===== config.mk =====
export PLATFORM = sky130hd
export DESIGN_NAME = mem_stream_bridge
export DESIGN_NICKNAME = d
export VERILOG_FILES = /design/src/rtl/mem_stream_bridge.sv
export SDC_FILE = /design/constraint.sdc
export NUM_CORES = 2
export LEC_CHECK = 0
export CAP_MARGIN = 20
export CORE_AREA = 2 2 519 521
export CTS_BUF_LIST = sky130_fd_sc_hd__clkbuf_8
export DETAILED_ROUTE_END_ITERATION = 8
export DIE_AREA = 0 0 521 523
export RECOVER_POWER = 100
export SLEW_MARGIN = 20
export SYNTH_ARGS = -nofsm -noshare
export SYNTH_HDL_FRONTEND = slang
export SYNTH_SLANG_ARGS = --single-unit

===== constraint.sdc =====
create_clock -name clk_in -period 2.5 [get_ports clk_in]
set_input_delay 0.5 -clock clk_in [delete_from_list [all_inputs] [get_ports clk_in]]
set_output_delay 0.5 -clock clk_in [all_outputs]
set_load 0.01 [all_outputs]

===== src/rtl/mem_stream_bridge.sv =====
`default_nettype none
// ============================================================================
// Module  : mem_stream_bridge
// Brief   : Serializes cache-line requests into header/data beats and
//           reassembles read-response beats into full lines.
// Rev     : 1.0  initial parametrised release
// ============================================================================
module mem_stream_bridge #(
  parameter int LINE_W  = 512,
  parameter int BEAT_W  = 128,
  parameter int ADDR_W  = 26,
  parameter int MAX_OUT = 4
) (
  input  logic                         clk_in,
  input  logic                         rst_n_in,
  output logic                         getMReq_en,
  input  logic                         getMReq_rdy,
  input  logic [ADDR_W+LINE_W:0]       getMReq_data,
  output logic [BEAT_W-1:0]            req_axis_data,
  output logic                         req_axis_tuser,
  output logic                         req_axis_valid,
  input  logic                         req_axis_ready,
  input  logic [BEAT_W-1:0]            resp_axis_data,
  input  logic                         resp_axis_valid,
  input  logic                         resp_axis_tuser,
  output logic                         resp_axis_ready,
  output logic [LINE_W-1:0]            putMResp_data,
  output logic                         putMResp_en,
  input  logic                         putMResp_rdy,
  output logic [$clog2(MAX_OUT+1)-1:0] outstanding_out,
  output logic                         err_unexpected_out,
  output logic                         err_dropped_out
);

  localparam int c_BEATS = LINE_W / BEAT_W;
  localparam int c_IDX_W = $clog2(c_BEATS);
  localparam int c_OUT_W = $clog2(MAX_OUT + 1);
  localparam int c_REQ_W = 1 + ADDR_W + LINE_W;
  localparam logic [c_IDX_W-1:0] c_LAST_IDX = c_IDX_W'(c_BEATS - 1);
  localparam logic [c_IDX_W-1:0] c_IDX_ONE  = c_IDX_W'(1);
  localparam logic [c_OUT_W-1:0] c_MAX_OUT  = c_OUT_W'(MAX_OUT);
  localparam logic [c_OUT_W-1:0] c_OUT_ONE  = c_OUT_W'(1);
  localparam logic [26:0]        c_HDR_LEN  = 27'(c_BEATS);

  typedef enum logic [1:0] {
    SER_IDLE = 2'd0,
    SER_HDR  = 2'd1,
    SER_DATA = 2'd2
  } ser_state_t;

  typedef enum logic [1:0] {
    ACC_EMPTY = 2'd0,
    ACC_FILL  = 2'd1,
    ACC_FULL  = 2'd2
  } acc_state_t;

  ser_state_t          r_ser_state, w_ser_next;
  logic                r_req_write;
  logic [ADDR_W-1:0]   r_req_addr;
  logic [LINE_W-1:0]   r_req_line;
  logic [c_IDX_W-1:0]  r_tx_idx, w_tx_idx_next;
  logic                w_rd_issue;
  logic                w_req_write_in;
  logic [26:0]         w_hdr_addr;
  logic [54:0]         w_hdr;

  acc_state_t          r_acc_state, w_acc_next;
  logic [c_IDX_W-1:0]  r_rx_idx, w_rx_idx_next;
  logic [LINE_W-1:0]   r_acc_line;
  logic                w_beat_acc;
  logic                w_beat_store;
  logic                w_line_done;

  logic [c_OUT_W-1:0]  r_outstanding;
  logic                r_err_unexp;
  logic                r_err_drop;

  assign w_req_write_in = getMReq_data[c_REQ_W-1];
  // Header address field is the byte-beat address, truncated to 27 bits.
  assign w_hdr_addr     = 27'(r_req_addr) << c_IDX_W;
  assign w_hdr          = {w_hdr_addr, c_HDR_LEN, r_req_write};

  // ------------------------------------------------------------------ serializer
  always_comb begin
    w_ser_next     = r_ser_state;
    w_tx_idx_next  = r_tx_idx;
    w_rd_issue     = 1'b0;
    getMReq_en     = 1'b0;
    req_axis_valid = 1'b0;
    req_axis_tuser = 1'b0;
    req_axis_data  = '0;
    case (r_ser_state)
      SER_IDLE: begin
        // Writes bypass the credit gate; only reads consume a slot.
        getMReq_en = rst_n_in && getMReq_rdy &&
                     (w_req_write_in || (r_outstanding < c_MAX_OUT));
        if (getMReq_en) w_ser_next = SER_HDR;
      end
      SER_HDR: begin
        req_axis_valid = 1'b1;
        req_axis_tuser = 1'b1;
        req_axis_data  = BEAT_W'(w_hdr);
        if (req_axis_ready) begin
          if (r_req_write) begin
            w_ser_next    = SER_DATA;
            w_tx_idx_next = '0;
          end else begin
            w_ser_next = SER_IDLE;
            w_rd_issue = 1'b1;
          end
        end
      end
      SER_DATA: begin
        req_axis_valid = 1'b1;
        req_axis_data  = r_req_line[r_tx_idx*BEAT_W +: BEAT_W];
        if (req_axis_ready) begin
          if (r_tx_idx == c_LAST_IDX) begin
            w_ser_next    = SER_IDLE;
            w_tx_idx_next = '0;
          end else begin
            w_tx_idx_next = r_tx_idx + c_IDX_ONE;
          end
        end
      end
      default: w_ser_next = SER_IDLE;
    endcase
  end

  always_ff @(posedge clk_in or negedge rst_n_in) begin
    if (!rst_n_in) begin
      r_ser_state <= SER_IDLE;
      r_tx_idx    <= '0;
      r_req_write <= 1'b0;
      r_req_addr  <= '0;
      r_req_line  <= '0;
    end else begin
      r_ser_state <= w_ser_next;
      r_tx_idx    <= w_tx_idx_next;
      if (getMReq_en) begin
        r_req_write <= w_req_write_in;
        r_req_addr  <= getMReq_data[LINE_W +: ADDR_W];
        r_req_line  <= getMReq_data[LINE_W-1:0];
      end
    end
  end

  // ----------------------------------------------------------------- accumulator
  always_comb begin
    w_acc_next      = r_acc_state;
    w_rx_idx_next   = r_rx_idx;
    resp_axis_ready = 1'b0;
    putMResp_en     = 1'b0;
    w_beat_acc      = 1'b0;
    w_beat_store    = 1'b0;
    w_line_done     = 1'b0;
    case (r_acc_state)
      ACC_EMPTY, ACC_FILL: begin
        resp_axis_ready = rst_n_in;
        w_beat_acc      = resp_axis_valid && resp_axis_ready;
        w_beat_store    = w_beat_acc && !resp_axis_tuser;
        if (w_beat_store) begin
          if (r_rx_idx == c_LAST_IDX) begin
            w_acc_next    = ACC_FULL;
            w_rx_idx_next = '0;
          end else begin
            w_acc_next    = ACC_FILL;
            w_rx_idx_next = r_rx_idx + c_IDX_ONE;
          end
        end
      end
      ACC_FULL: begin
        putMResp_en = putMResp_rdy;
        w_line_done = putMResp_rdy;
        if (putMResp_rdy) w_acc_next = ACC_EMPTY;
      end
      default: w_acc_next = ACC_EMPTY;
    endcase
  end

  always_ff @(posedge clk_in or negedge rst_n_in) begin
    if (!rst_n_in) begin
      r_acc_state <= ACC_EMPTY;
      r_rx_idx    <= '0;
      r_acc_line  <= '0;
      r_err_unexp <= 1'b0;
      r_err_drop  <= 1'b0;
    end else begin
      r_acc_state <= w_acc_next;
      r_rx_idx    <= w_rx_idx_next;
      if (w_beat_store) r_acc_line[r_rx_idx*BEAT_W +: BEAT_W] <= resp_axis_data;
      if (w_beat_acc && (r_outstanding == '0)) r_err_unexp <= 1'b1;
      if (w_beat_acc && resp_axis_tuser)       r_err_drop  <= 1'b1;
    end
  end

  // ---------------------------------------------------------- outstanding count
  always_ff @(posedge clk_in or negedge rst_n_in) begin
    if (!rst_n_in) begin
      r_outstanding <= '0;
    end else begin
      case ({w_rd_issue, w_line_done})
        2'b10:   r_outstanding <= r_outstanding + c_OUT_ONE;
        2'b01:   if (r_outstanding != '0) r_outstanding <= r_outstanding - c_OUT_ONE;
        default: r_outstanding <= r_outstanding;
      endcase
    end
  end

  assign putMResp_data      = r_acc_line;
  assign outstanding_out    = r_outstanding;
  assign err_unexpected_out = r_err_unexp;
  assign err_dropped_out    = r_err_drop;

endmodule
`default_nettype wire


* Yosys cells after proc, flatten, opt, wreduce, memory -nomap -nowiden
Cells that the tools add are included.
W data, S select, Z words.
** Storage, ports and cells
- Logic and storage cells :: 87
- Bits of input ports :: 674
- Output and inout port bits :: 650
- Register bits after elaboration :: 1063
** Operators by class
- Shift-type cells :: 3
- Add/sub/neg operators :: 5
- Equality and inequality tests :: 16
- Reduce and logical (&&, ||, !) cells :: 21
- Muxes and demuxes :: 30
- Order comparisons :: 1
** Operators with widths (number)
- $bwmux W512 :: 1
- $shift A128 B34 Y512 const A :: 1
- $shiftx A128 B34 Y512 :: 1
- $shiftx A512 B10 Y128 :: 1
- $pmux W128 S2 :: 1
- $neg A9 Y34 :: 1
- $mux W2 :: 13
- $ne A2 B2 Y1 const B :: 8
- $eq A2 B2 Y1 const B :: 5
- $mux W1 :: 10
- $pmux W2 S2 :: 2
- $reduce_and A4 Y1 :: 2
- $eq A2 B1 Y1 const B :: 3
- $logic_and A1 B1 Y1 :: 6
- $pmux W2 S3 :: 1
- $pmux W3 S2 :: 1
- $reduce_and A2 Y1 :: 3
- $add A2 B1 Y2 const B :: 2
- $logic_not A2 Y1 :: 2
- $reduce_bool A2 Y1 :: 2
- $reduce_or A2 Y1 :: 2
- $add A3 B1 Y3 const B :: 1
- $logic_not A3 Y1 :: 1
- $lt A3 B3 Y1 const B :: 1
- other kinds (5) :: 5

* Depth between registers and ports, before layout
- Word-level depth :: 6
- Mapped depth :: 9
- Gate-level depth less buffers :: 8

* Worst setup path after synthesis
Ideal clock, no wire load.
- Path kind :: register to output
- Start :: reg r_tx_idx[0]
- End :: out req_axis_data[101]
- Path slack :: 342 ps
- Arrival :: 1658 ps
- Required time :: 2000 ps
- Buffers on the path :: 3
- Stages on the path, launching flop included :: 6
- Path through :: dfrtp_1 -> clkbuf_1 -> buf_2 -> buf_2 -> mux4_2 -> and2_1
** Between the ends
- Word-level cells in the longest chain between the ends :: 2
** RTL lines
- from (decl) :: line 61 : logic [c_IDX_W-1:0] r_tx_idx, w_tx_idx_next;
- from (signal assigned) :: line 138 : r_tx_idx <= w_tx_idx_next;
- $shiftx A512 B10 Y128 :: line 115 : req_axis_data = r_req_line[r_tx_idx*BEAT_W +: BEAT_W];
- $pmux W128 S2 :: line 92 : case (r_ser_state)
- to (decl) :: line 19 : output logic [BEAT_W-1:0] req_axis_data,
Every way passes these cells.

* Worst setup path after layout
- Start :: reg r_tx_idx[0]
- End :: out req_axis_data[52]
Same word-level chain as after synthesis.

==> results.cfg <==
[clock_tree]
clk_latency_ns = 0.93
cts_root_buf = clkbuf_8
h-tree-depth = 4
cts_buffer_depth = 4
cts_sinks = 1063
numCtsBuffers = 200
cts_tree = built
clkTransAtPathRegs_ns = 0.08

[job]
drv_cap = 4

[timing]
relSlewSlack_pct = -39.68
rsz0062_at_grt = true
setup_violations = 903
fin_crit_sh_pct = 134.2
max_freq_mhz = 298.1
maxSlewViolCount = 226
fin_ws_ns = -0.8549
finalHoldViolations = 0
post-route-min-period_ns = 3.355
worst_pin_slew_ns = 2.095
finClkSkew_ns = 0.07273

[yosys]
synth-edff-count = 0
netlist_instances = 3756
synthArstFlopShare_pct = 100.0
synth_ff_type = dfrtp_1
syn_area_mm2 = 0.04485
yosys_warnings = 0
synth-seq-cells = 1063
synth_nets = 4441
seq_area_frac_synth_pct = 59.31
syn_avg_cell_area_um2 = 11.94
yosys.cell_types.count = 39

[critical_path]
critical_path_class = reg2out
path_cells = buf_16, buf_12, buf_12, buf_8, mux4_2, a22o_1, buf_12
endpoint_kind = output pin
startpoint_type = flip-flop
crit_fanout = 6
crit_top_cell = buf_12
slowest_delay_ns = 0.55
arrival_ns = 2.85
required_ns = 2.00
cpMaxStageDelayCell = dfrtp_4
ff2ff_path_depth = 7

[power_and_ir_drop]
power_frac_clock_pct = 22.7
power_density_mw_per_mm2 = 1133
p_int_mw = 51.80
combPwrFrac_pct = 40.6
p_leak_nw = 29.19
p_switching_mw = 27.17
irDropWorstVdd_mv = 0.5678
p_seq_share_pct = 36.7
switching_share_pct = 34.40

[floorplanning]
ios = 1324
die_h_um = 523
die_area_mm2 = 0.2725
core_mm2 = 0.2670
num_rows = 190
start_util_pct = 16.80
die_width_um = 521

[drt]
drc = 0
vias_per_cell = 4.030
vias = 36580
finalWirelength_um = 215200
drtIter0Drc = 1974
postRouteAntennaNets = 0
drt-pass1-iter-count = 5
wl_per_cell_um = 23.71

[grt]
grt_pass1_vias = 38000
track_usage_pct = 15.12
antenna_found_initial = 82
grt_pass1_wl_um = 294700
grt_max_degree = 156
grt.overflow.total = 0

[final_layout]
multi_input_area_mm2 = 0.01718
layout_common_cells = 1060 x dfrtp_1, 1034 x nand2_1, 1009 x clkdlybuf4s50_1
areaGrowthSynthToFinish_pct = 55.38
drive_gt1_share_pct = 27.94
nets = 6035
final_area_mm2 = 0.06969
nFillCells = 27850
mostFrequentLayoutCell = dfrtp_1
ff_latch_area_mm2 = 0.02661

[placed_design]
dp_slack_ns = -0.1655
placedInstanceArea_mm2 = 0.06387
io_buffer_count = 1322
routabilityCongestion = 0.8930
dpl.hpwl_um = 164300

[outcome]
status = finished, violations left
violations = max-capacitance violations, max-slew violations, negative setup slack

[hold_path]
min_path_cells = 2
hold_class = in2reg
==> stage by stage <==
stage | utilization (%) | cells | total power, mW | hold WS (ns) | setup TNS (ns)
2_1_floorplan | - | 3756 | 42.46 | 0.2044 | 0
3_3_place_gp | 23.92 | 8586 | 58.82 | 0.4582 | -7.039
3_5_place_dp | 23.92 | 8586 | 59.49 | 0.4663 | -7.171
4_1_cts | 25.99 | 9039 | 79.72 | 0.0007588 | -121.13
5_1_grt | 26.09 | 9062 | 83.21 | 0.06370 | -554.56
6_report | 26.10 | 9076 | 78.97 | 0.1669 | -259.15
==> power by group through the flow <==
stage	Clock (mW)	Combinational (mW)	Sequential, mW
6_report	18.0	32.0	29.0
5_1_grt	19.3	34.2	29.7
4_1_cts	18.6	32.2	28.9
3_5_place_dp	0	30.4	29.1
3_3_place_gp	0	30.1	28.7
2_1_floorplan	0	13.8	28.7
==> state kept, by name, summed over array words and instances, names as in the netlist <==
register	count
err_dropped_out	1
err_unexpected_out	1
outstanding_out	3
putMResp_data	512
r_acc_state	2
r_req_addr	25
r_req_line	512
r_req_write	1
r_rx_idx	2
r_ser_state	2
r_tx_idx	2
==> per-layer routing <==
layer / vias to the layer above / part of all wire (%) / GRT usage [%]
li1: 16050 / - / -
met1: 18250 / 38 / 17.08
met2: 1778 / 48 / 25.56
met3: 469 / 9.0 / 5.234
met4: 36 / 5.0 / 7.025
met5: - / 0.10 / 0
==> layout make-up <==
class | instances | share of cell area [%]
flip-flops and latches | 1063 | 38.18
repair buffers | 1666 | 24.66
multi-input cells | 2409 | 24.65
well taps | 3552 | 6.378
clock buffers | 253 | 4.997
clock inverters | 97 | 0.9767
diodes | 26 | 0.09337
inverters | 10 | 0.05566
==> worst max-delay path, delay by kind of cell, from the launching register on <==
family / cells / cell delay (ns)
flip-flops: 1 / 0.55
AO/OA/AOI/OAI: 1 / 0.22
multiplexers: 1 / 0.43
buffers and inverters: 5 / 0.70
==> cell usage after synthesis, types with 2 or more instances <==
| cell | number | share of area [%] |
|---|---|---|
| buf_2 | 93 | 1.0 |
| buf_1 | 10 | 0.084 |
| dfrtp_1 | 1063 | 59 |
| nand3b_1 | 2 | 0.033 |
| buf_6 | 28 | 0.70 |
| ha_1 | 10 | 0.28 |
| mux4_2 | 128 | 6.4 |
| inv_1 | 10 | 0.084 |
| nor2_1 | 8 | 0.067 |
| a31oi_1 | 2 | 0.028 |
| o21ai_0 | 361 | 4.0 |
| o21ai_1 | 160 | 1.8 |
| a21oi_1 | 4 | 0.045 |
| nand3_1 | 2 | 0.022 |
| mux2_2 | 538 | 14 |
| nand2_4 | 4 | 0.10 |
| a22oi_1 | 2 | 0.033 |
| a31o_2 | 2 | 0.039 |
| nand2_1 | 1034 | 8.7 |
| a211oi_1 | 3 | 0.050 |
| a21o_1 | 2 | 0.033 |
| nor2b_1 | 3 | 0.042 |
| clkbuf_1 | 121 | 1.0 |
| and2_1 | 103 | 1.4 |
| a22o_1 | 26 | 0.51 |
| buf_4 | 22 | 0.37 |
| nor3b_1 | 3 | 0.050 |
==> path summary, 6_finish.rpt <==
check / start / endpoint / slack (ns)
hold reg to reg: err_dropped_out / err_dropped_out / 0.47
setup / recovery: r_tx_idx[0] / req_axis_data[52] / -0.85
min in group asynchronous: rst_n_in / r_req_line[353] / 0.33
max in group asynchronous: rst_n_in / r_req_line[44] / -0.39
hold / removal: getMReq_data[374] / r_req_line[374] / 0.17
setup reg to reg: r_acc_state[1] / putMResp_data[20] / -0.33
==> kinds of logic (layout without fill, tap and decap cells) <==
logic type      count (synthesis)  count (layout)  share of synthesized area, %
buf+inv                       284            2026                         3.289
flops                        1063            1063                         59.31
compound gates                566             566                         6.623
other cells                     0              26                             0
fa+ha+maj                      11              11                        0.3236
mux                           667             667                         19.96
simple gates                 1165            1165                         10.50
==> what timing repair did <==
item,CTS,global route
cloned,6,1
pin swaps,75,66
hold buffers,16,0
gates resized for setup,814,131
buffers inserted,86,30
setup endpoints to repair,297,134
endpoints found under the hold margin,153,0
Note: power is estimated with default switching activity, not from simulation.
